**src/rtl/itransform_recon_block_pkg.sv**
```systemverilog
// Shared constants, FSM state encoding and the fixed-point multiply used by the
// VP8 inverse 4x4 transform / reconstruction block.
package itransform_recon_block_pkg;

    localparam int ITX_K1        = 85627;   // 20091 + 65536
    localparam int ITX_K2        = 35468;
    localparam int ITX_MUL_SHIFT = 16;
    localparam int ITX_OUT_SHIFT = 3;
    localparam int PIX_MIN       = 0;
    localparam int PIX_MAX       = 255;

    typedef enum logic [2:0] {
        IDLE,
        VERT,
        HORZ,
        DCONLY,
        DONE
    } itx_state_e;

    // The product needs more than 32 bits; only the floored >>>16 result is kept.
    function automatic logic signed [31:0] itx_mul(input logic signed [31:0] x,
                                                   input logic signed [31:0] k);
        logic signed [63:0] xe;
        logic signed [63:0] ke;
        xe = 64'(x);
        ke = 64'(k);
        return 32'((xe * ke) >>> ITX_MUL_SHIFT);
    endfunction

endpackage

```
**src/rtl/itransform_recon_block_butterfly.sv**
```systemverilog
// Combinational 4-point VP8 inverse-transform butterfly, shared by the column
// and row passes; dc_bias adds the +4 rounding term to i0 for the row pass.
module itx_butterfly4
    import itransform_recon_block_pkg::*;
(
    input  logic signed [31:0] i0,
    input  logic signed [31:0] i1,
    input  logic signed [31:0] i2,
    input  logic signed [31:0] i3,
    input  logic               dc_bias,
    output logic signed [31:0] o0,
    output logic signed [31:0] o1,
    output logic signed [31:0] o2,
    output logic signed [31:0] o3
);

    logic signed [31:0] dc;
    logic signed [31:0] a;
    logic signed [31:0] b;
    logic signed [31:0] cc;
    logic signed [31:0] d;

    always_comb begin
        dc = i0 + (dc_bias ? 32'sd4 : 32'sd0);
        a  = dc + i2;
        b  = dc - i2;
        cc = itx_mul(i1, ITX_K2) - itx_mul(i3, ITX_K1);
        d  = itx_mul(i1, ITX_K1) + itx_mul(i3, ITX_K2);
        o0 = a + d;
        o1 = b + cc;
        o2 = b - cc;
        o3 = a - d;
    end

endmodule

```
**src/rtl/itransform_recon_block.sv**
```systemverilog
// VP8 inverse 4x4 transform + prediction add + clamp, one column then one row per cycle.
// Optional macro ITRANS_DC_FAST_EN: DC-only blocks bypass the passes via a 1-cycle DCONLY state.
module itransform_recon_block
    import itransform_recon_block_pkg::*;
#(
    parameter int BLOCK_SIZE = 4,
    parameter int IW         = 16,
    parameter int PW         = 8
) (
    input  logic                                 clk,
    input  logic                                 rst_n,
    input  logic                                 start,
    input  logic [IW*BLOCK_SIZE*BLOCK_SIZE-1:0]  coeff,
    input  logic [PW*BLOCK_SIZE*BLOCK_SIZE-1:0]  pred,
    output logic [PW*BLOCK_SIZE*BLOCK_SIZE-1:0]  dst,
    output logic                                 busy,
    output logic                                 done
);

    localparam int NPIX = BLOCK_SIZE * BLOCK_SIZE;

    itx_state_e          state;
    itx_state_e          state_nx;
    logic [1:0]          cnt;
    logic signed [IW-1:0] coeff_q [NPIX];
    logic [PW-1:0]       pred_q [NPIX];
    logic signed [31:0]  tmp [4][4];   // tmp[column][row]

    logic signed [31:0]  bf_i0, bf_i1, bf_i2, bf_i3;
    logic                bf_dc_bias;
    logic signed [31:0]  bf_o [4];

    function automatic logic [PW-1:0] pix_recon(input logic [PW-1:0] p,
                                                input logic signed [31:0] v);
        logic signed [31:0] pe;
        logic signed [31:0] s;
        pe = {{(32-PW){1'b0}}, p};
        s  = pe + (v >>> ITX_OUT_SHIFT);
        if (s < PIX_MIN)
            return '0;
        else if (s > PIX_MAX)
            return PW'(PIX_MAX);
        else
            return s[PW-1:0];
    endfunction

`ifdef ITRANS_DC_FAST_EN
    logic ac_zero;
    assign ac_zero = (coeff[IW*NPIX-1:IW] == '0);
`endif

    always_comb begin
        state_nx = state;
        case (state)
            IDLE: begin
                if (start) begin
`ifdef ITRANS_DC_FAST_EN
                    state_nx = ac_zero ? DCONLY : VERT;
`else
                    state_nx = VERT;
`endif
                end
            end
            VERT:   if (cnt == 2'd3) state_nx = HORZ;
            HORZ:   if (cnt == 2'd3) state_nx = DONE;
`ifdef ITRANS_DC_FAST_EN
            DCONLY: state_nx = DONE;
`endif
            DONE:   state_nx = IDLE;
            default: state_nx = IDLE;
        endcase
    end

    // Butterfly operand select: coefficient column in VERT, tmp row in HORZ.
    always_comb begin
        bf_i0      = '0;
        bf_i1      = '0;
        bf_i2      = '0;
        bf_i3      = '0;
        bf_dc_bias = 1'b0;
        if (state == HORZ) begin
            bf_i0      = tmp[0][cnt];
            bf_i1      = tmp[1][cnt];
            bf_i2      = tmp[2][cnt];
            bf_i3      = tmp[3][cnt];
            bf_dc_bias = 1'b1;
        end else begin
            bf_i0 = 32'(coeff_q[{2'd0, cnt}]);
            bf_i1 = 32'(coeff_q[{2'd1, cnt}]);
            bf_i2 = 32'(coeff_q[{2'd2, cnt}]);
            bf_i3 = 32'(coeff_q[{2'd3, cnt}]);
        end
    end

    itx_butterfly4 u_bfly (
        .i0      (bf_i0),
        .i1      (bf_i1),
        .i2      (bf_i2),
        .i3      (bf_i3),
        .dc_bias (bf_dc_bias),
        .o0      (bf_o[0]),
        .o1      (bf_o[1]),
        .o2      (bf_o[2]),
        .o3      (bf_o[3])
    );

    always_ff @(posedge clk or negedge rst_n) begin
        if (!rst_n) begin
            state <= IDLE;
            cnt   <= '0;
            busy  <= 1'b0;
            done  <= 1'b0;
        end else begin
            state <= state_nx;
            cnt   <= (state_nx != state) ? 2'd0 : cnt + 2'd1;
            busy  <= (state == VERT) || (state == HORZ) || (state == DCONLY);
            done  <= (state == DONE);
        end
    end

    always_ff @(posedge clk or negedge rst_n) begin
        if (!rst_n) begin
            dst <= '0;
            for (int k = 0; k < NPIX; k++) begin
                coeff_q[k] <= '0;
                pred_q[k]  <= '0;
            end
            for (int c = 0; c < 4; c++)
                for (int r = 0; r < 4; r++)
                    tmp[c][r] <= '0;
        end else begin
            case (state)
                IDLE: begin
                    if (start) begin
                        for (int k = 0; k < NPIX; k++) begin
                            coeff_q[k] <= coeff[IW*k +: IW];
                            pred_q[k]  <= pred[PW*k +: PW];
                        end
                    end
                end
                VERT: begin
                    for (int r = 0; r < 4; r++)
                        tmp[cnt][r] <= bf_o[r];
                end
                HORZ: begin
                    for (int x = 0; x < 4; x++)
                        dst[PW*(int'(cnt)*4 + x) +: PW] <= pix_recon(pred_q[int'(cnt)*4 + x], bf_o[x]);
                end
`ifdef ITRANS_DC_FAST_EN
                DCONLY: begin
                    for (int k = 0; k < NPIX; k++)
                        dst[PW*k +: PW] <= pix_recon(pred_q[k], 32'(coeff_q[0]) + 32'sd4);
                end
`endif
                default: ;
            endcase
        end
    end

endmodule

```
**config.mk**
```make
export PLATFORM = sky130hd
export DESIGN_NAME = itransform_recon_block
export DESIGN_NICKNAME = d
export VERILOG_FILES = /design/src/rtl/itransform_recon_block_pkg.sv /design/src/rtl/itransform_recon_block_butterfly.sv /design/src/rtl/itransform_recon_block.sv
export SDC_FILE = /design/constraint.sdc
export NUM_CORES = 2
export LEC_CHECK = 0
export ABC_AREA = 1
export CORE_ASPECT_RATIO = 0.75
export CORE_MARGIN = 8
export CORE_UTILIZATION = 60
export DETAILED_ROUTE_END_ITERATION = 7
export DONT_BUFFER_PORTS = 1
export PLACE_DENSITY_LB_ADDON = 0.05
export SKIP_LAST_GASP = 1
export SLEW_MARGIN = 10
export SYNTH_ARGS = -nofsm -noshare
export SYNTH_HDL_FRONTEND = slang
export SYNTH_HIERARCHICAL = 1
export SYNTH_SLANG_ARGS = --single-unit
```
**constraint.sdc**
```tcl
create_clock -name clk -period 16.22 [get_ports clk]
set_input_delay 0.811 -clock clk [delete_from_list [all_inputs] [get_ports clk]]
set_output_delay 0.811 -clock clk [all_outputs]
set_load 0.02 [all_outputs]
```
# Word level (Yosys, flattened, before mapping)

Index checks and enable logic that the tools add are counted.

Eq/ne operators: 6
Add/sub/neg operators: 21
Reduce and logical (&&, ||, !) cells: 5
$lt $le $gt $ge: 18
Multiply operators: 4
Shift-type cells: 8
Bitwise logic cells: 9
Muxes and demuxes: 75

Operator list:

| kind                                                               | number |
|---|---|
| bitwise mux 512 bit                                                | 4 |
| demux 128 bit (select 2 bit)                                       | 4 |
| bitwise mux 128 bit                                                | 4 |
| variable shift 8 x 33 -> 128 bit, first input constant             | 4 |
| indexed part select 8 x 33 -> 128 bit                              | 4 |
| 2-to-1 mux 32 bit                                                  | 13 |
| binary-select mux 16 bit (select 4 bit)                            | 4 |
| binary-select mux 32 bit (select 2 bit)                            | 4 |
| adder 32 bit                                                       | 5 |
| 2-to-1 mux 8 bit                                                   | 20 |
| binary-select mux 8 bit (select 4 bit)                             | 4 |
| greater-or-equal comparator 32 x 5 -> 1 bit, second input constant | 4 |
| 2-to-1 mux 128 bit                                                 | 1 |
| 2-to-1 mux 16 bit                                                  | 8 |
| subtractor 32 bit                                                  | 4 |
| adder 9 x 29 -> 30 bit                                             | 4 |
| greater-than comparator 30 x 9 -> 1 bit, second input constant     | 4 |
| less-than comparator 30 x 1 -> 1 bit, second input constant        | 4 |
| negation 8 -> 33 bit                                               | 3 |
| multiplier 32 x 18 -> 48 bit, second input constant                | 2 |
| 2-to-1 mux 96 bit                                                  | 1 |
| inverter 32 bit                                                    | 3 |
| multiplier 32 x 15 -> 46 bit, second input constant                | 2 |
| 2-to-1 mux 64 bit                                                  | 1 |
| 25 further kinds                                                   | 35 |

Input bits: 387
Register bits: 1031
Output and inout port bits: 130
Word-level logic and storage cells: 199

# Depth between registers and ports, before layout

Word-level depth: 18
Depth in mapped cells: 67
Depth with buffers taken out: 64

# Cells and area by module

The synthesis kept the hierarchy.

By module, submodules not included:

| module                 | area an instance (µm²) | sequential area each (µm²) | cells each | times used |
|---|---|---|---|---|
| itransform_recon_block | 51082.7                | 25799.7                    | 5906       | 1 |
| itx_butterfly4         | 50631.1                | 0.0                        | 6669       | 1 |

# Worst setup path before layout

No wires, ideal clock.

Path type: reg2reg
Start point: reg cnt[0]
End point: reg dst[20]
Buffers on the path: 5
Clock period less this slack: 11.424 ns
Path slack: 4.796 ns
Arrival time: 11.306 ns
Cell stages (with the launch flop): 64
Data required time: 16.101 ns
Setup time: 0.119 ns
Path through: dfrtp_1 buf_2 clkbuf_1 clkbuf_1 clkbuf_1 nor2_1 nor2_1 o21ai_0 a31oi_1 fa_1 ha_1 inv_1 fa_1 fa_1 inv_1 fa_1 inv_1 fa_1 [28 not listed] o211ai_1 nand2_1 nand2_1 inv_1 nor3_1 inv_1 nor4_1 nand3_1 nand2_2 nand2_1 inv_1 nand2_1 nor2_4 nand3b_4 nand2_8 nand2_4 nand4_1 nand2_1

RTL lines:

| element                        | line                          | source |
|---|---|---|
| start: declaration             | itransform_recon_block.sv:24  | `logic [1:0] cnt;` |
| start signal: assignment       | itransform_recon_block.sv:115 | `cnt <= (state_nx != state) ? 2'd0 : cnt + 2'd1;` |
| end signal: indexed assignment | itransform_recon_block.sv:147 | `dst[PW*(int'(cnt)*4 + x) +: PW] <= pix_recon(pred_q[int'(cnt)*4 + x], bf_o[x]);` |
| end: declaration               | itransform_recon_block.sv:15  | `output logic [PW*BLOCK_SIZE*BLOCK_SIZE-1:0] dst,` |

==> metrics.md <==
| Metric | Value |
|---|---|
| Status | complete, but fails checks |
| Failing checks | DRC |
| Period minus WS final | 15.06 ns |
| Post-synthesis mux area share | 0.0426 |
| Synth-to-Final Area Change | 5.93% |
| Setup total negative slack | 0 ns |
| Post-CTS sizing | 0 |
| GP Congestion | 1.03 |
| Synth Register Bits | 1031 |
| Post-synthesis xor/xnor area fraction | 0.0376 |
| Cts hold-fix bufs | 2 |
| Site row count | 131 |
| Routed WL per cell | 25.5 microns |
| CP Class | reg2reg |
| Post-CTS Repair Setup Buffers | 0 |
| H-tree Lvls | 3 |
| Final Hold Vio Count | 0 |
| DRC errors left | 2 |
| Ys flop type | dfrtp_1 |
| Top-count cell post-synth | nand2_1 |
| Post-synth top area share | 0.254 |
| Hold crit path type | in2async |
| Vias per cell | 6.12 |
| Clock skew | 0.108 ns |
| Max_slew headroom | 0.0716 |
| CTS buffer count | 100 |
| Max incr delay on CP | 0.83 ns |
| Post-DRT Antenna Nets | 0 |
| Req. time, crit path | 16.84 ns |
| Worst path slowest cell | a31oi_2 |
| Die width | 491 microns |
| Cell taking the most area after synthesis | dfrtp_1 |
| First-pass GRT wire length | 557000 microns |
| Nets | 14500 |
| Worst-margin pin slew | 1.39 ns |
| Sequential area share after synthesis | 0.254 |
| Top cells by area, synth | dfrtp_1 (25%), fa_1 (14%), ha_1 (12%), nand2_1 (8.6%), inv_1 (7.4%) |
| Highest clock rate | 0.0664 GHz |
| Congestion Overflow GR | 0 |
| Final WS setup | 1.16 ns |
| Post-Syn Instances | 12600 |
| Synth Cell Area | 102000 sq um |
| Via count of the routed design | 90100 |
| Simple-Gate Fraction of Synth Area | 0.178 |
| Die Y | 373 microns |
| Synth Warn # | 6 |
| Placed Cells | 14500 |
| Port Buffer Count | 0 |
| Commonest cells in the netlist | nand2_1 (2325), inv_1 (1994), nor2_1 (1071) |
| Max_cap viols | 0 |
| Placed inst area | 104000 sq um |
| Final WL | 375000 microns |
| CTS sink cnt | 1031 |
| Number of synthesized flops with an enable pin | 0 |
| Mapped Nets | 14700 |
| Layout fillers | 14500 |
| Antenna violations before repair | 48 |
| Clock latency on the worst-skew pair | 0.78 ns |
| Cell area after layout | 108000 sq um |
| Adder-cell share of the synthesized area | 0.268 |
| Crit path DAT | 15.69 ns |
| Full die area | 183000 sq um |
| Main combinational cell family by area after synthesis | adder cells |
| Dpl ws | 1.54 ns |
| Fin cells | 14700 |
| Root buf cell | clkbuf_16 |
| CP max FO | 147 |
| Tot GR Track Use | 0.399 |
| Final setup vio count | 0 |
| Final period util | 0.929 |
| Number of I/O pins | 517 |
| Vias in the first global route | 87500 |
| Pins Over Slew Limit | 0 |
| First-pass detailed-route iteration total | 8 |
| Post-synthesis compound-gate area fraction | 0.127 |
| Clock slew at reported path FFs | 0.07 ns |
| Detailed-placement wirelength estimate | 305000 microns |
| Post-Syn Area per Cell | 8.09 sq um |
| Worst setup SP type | register |
| Distinct cells, synth | 79 |
| Unrepaired setup endpoints after global routing | false |
| Largest net degree at the start of global routing | 205 |
| Share of post-route cells with drive strength above 1 | 0.0819 |
| Core area | 169000 sq um |
| Ys async rst share | 1.00 |
| Clock Path Buffers | 3 |
| Initial Utilization | 0.601 |
| CTS tree | built |
| Drt first-iter violations | 11000 |
| CP endpoint kind | register |
-- state kept, by name (all words and copies together), names as in the netlist --
name     count
tmp        512
coeff_q    256
dst        128
pred_q     128
state        3
cnt          2
busy         1
done         1
-- kinds of logic (layout without fill, tap and decap cells) --
family	Yosys count	after routing
AOI/OAI and AO/OA	2269	2269
xor gates and xnor gates	437	437
adders and majority gates	1742	1742
buffers and inverters	2472	2318
DFF	1031	1031
muxes	385	385
other	0	34
and+or+nand+nor	4239	4239
-- worst paths after layout --
check / startpoint / end / slack [ns] / cells after the start
min in group clk: coeff[196] / coeff_q[52] / 0.17 / 1
max in group asynchronous: rst_n / coeff_q[133] / 11.75 / 7
setup reg to reg: cnt[0] / dst[19] / 1.16 / 58
hold / removal: rst_n / dst[50] / 0.02 / 1
setup / recovery: cnt[0] / dst[19] / 1.16 / 58
hold reg to reg: tmp[323] / tmp[323] / 0.48 / 2
-- layout make-up --
| cell class | instances | area [sq um] | share of cell area |
|---|---|---|---|
| antenna | 34 | 85.1 | 0.000790 |
| clock buffer | 136 | 2830 | 0.0262 |
| clock inverter | 50 | 774 | 0.00719 |
| inverter | 2028 | 7630 | 0.0709 |
| multi-input combinational | 9072 | 66700 | 0.619 |
| sequential | 1031 | 25800 | 0.240 |
| tap | 2261 | 2830 | 0.0263 |
| timing repair buffer | 104 | 1080 | 0.0100 |
-- metal layers --
metal / track usage / up-vias / routed length [microns]
met5: 0 / - / 238
met4: 0.153 / 38 / 16600
met3: 0.168 / 786 / 54400
met2: 0.547 / 5118 / 149000
met1: 0.558 / 44000 / 155000
li1: - / 40200 / -
-- cell usage in the layout (no fill, tap or decap), types with 29 or more instances in the layout --
cell type,n
diode_2,34
o21bai_1,56
inv_2,31
clkbuf_16,100
nor2_2,35
buf_4,84
xnor2_1,118
dfrtp_1,1029
o21ai_1,45
o21a_1,32
o22ai_1,93
ha_1,1008
a31oi_1,94
a21oi_2,36
nand2_1,2319
nor3_1,80
nor4_1,29
fa_1,734
nand2_4,39
nand3_1,303
inv_1,1992
a21oi_1,611
a21o_1,46
nand4_1,188
xor2_1,311
nor2_1,1071
nand2_2,59
a221o_1,69
o21ai_0,1049
o21ai_2,30
mux2_2,384
-- critical path, delay by kind of cell (launching register included) --
| family | cells | cell delay, ns |
|---|---|---|
| AO/OA/AOI/OAI | 10 | 3.03 |
| AND/OR/NAND/NOR | 26 | 4.09 |
| flip-flops | 1 | 0.82 |
| adder cells (fa/ha/maj) | 9 | 3.97 |
| buffers and inverters | 10 | 1.63 |
| XOR/XNOR | 3 | 1.03 |
-- through the flow --
stage	util	hold WS (ns)
6_report	0.637	0.0201
2_1_floorplan	-	0.448
3_3_place_gp	0.614	0.461
4_1_cts	0.636	0.0528
5_1_grt	0.637	0.0778
3_5_place_dp	0.615	0.467
Power is not shown: default switching activity piles up to over one toggle a cycle in this logic, so the estimate is an artifact.
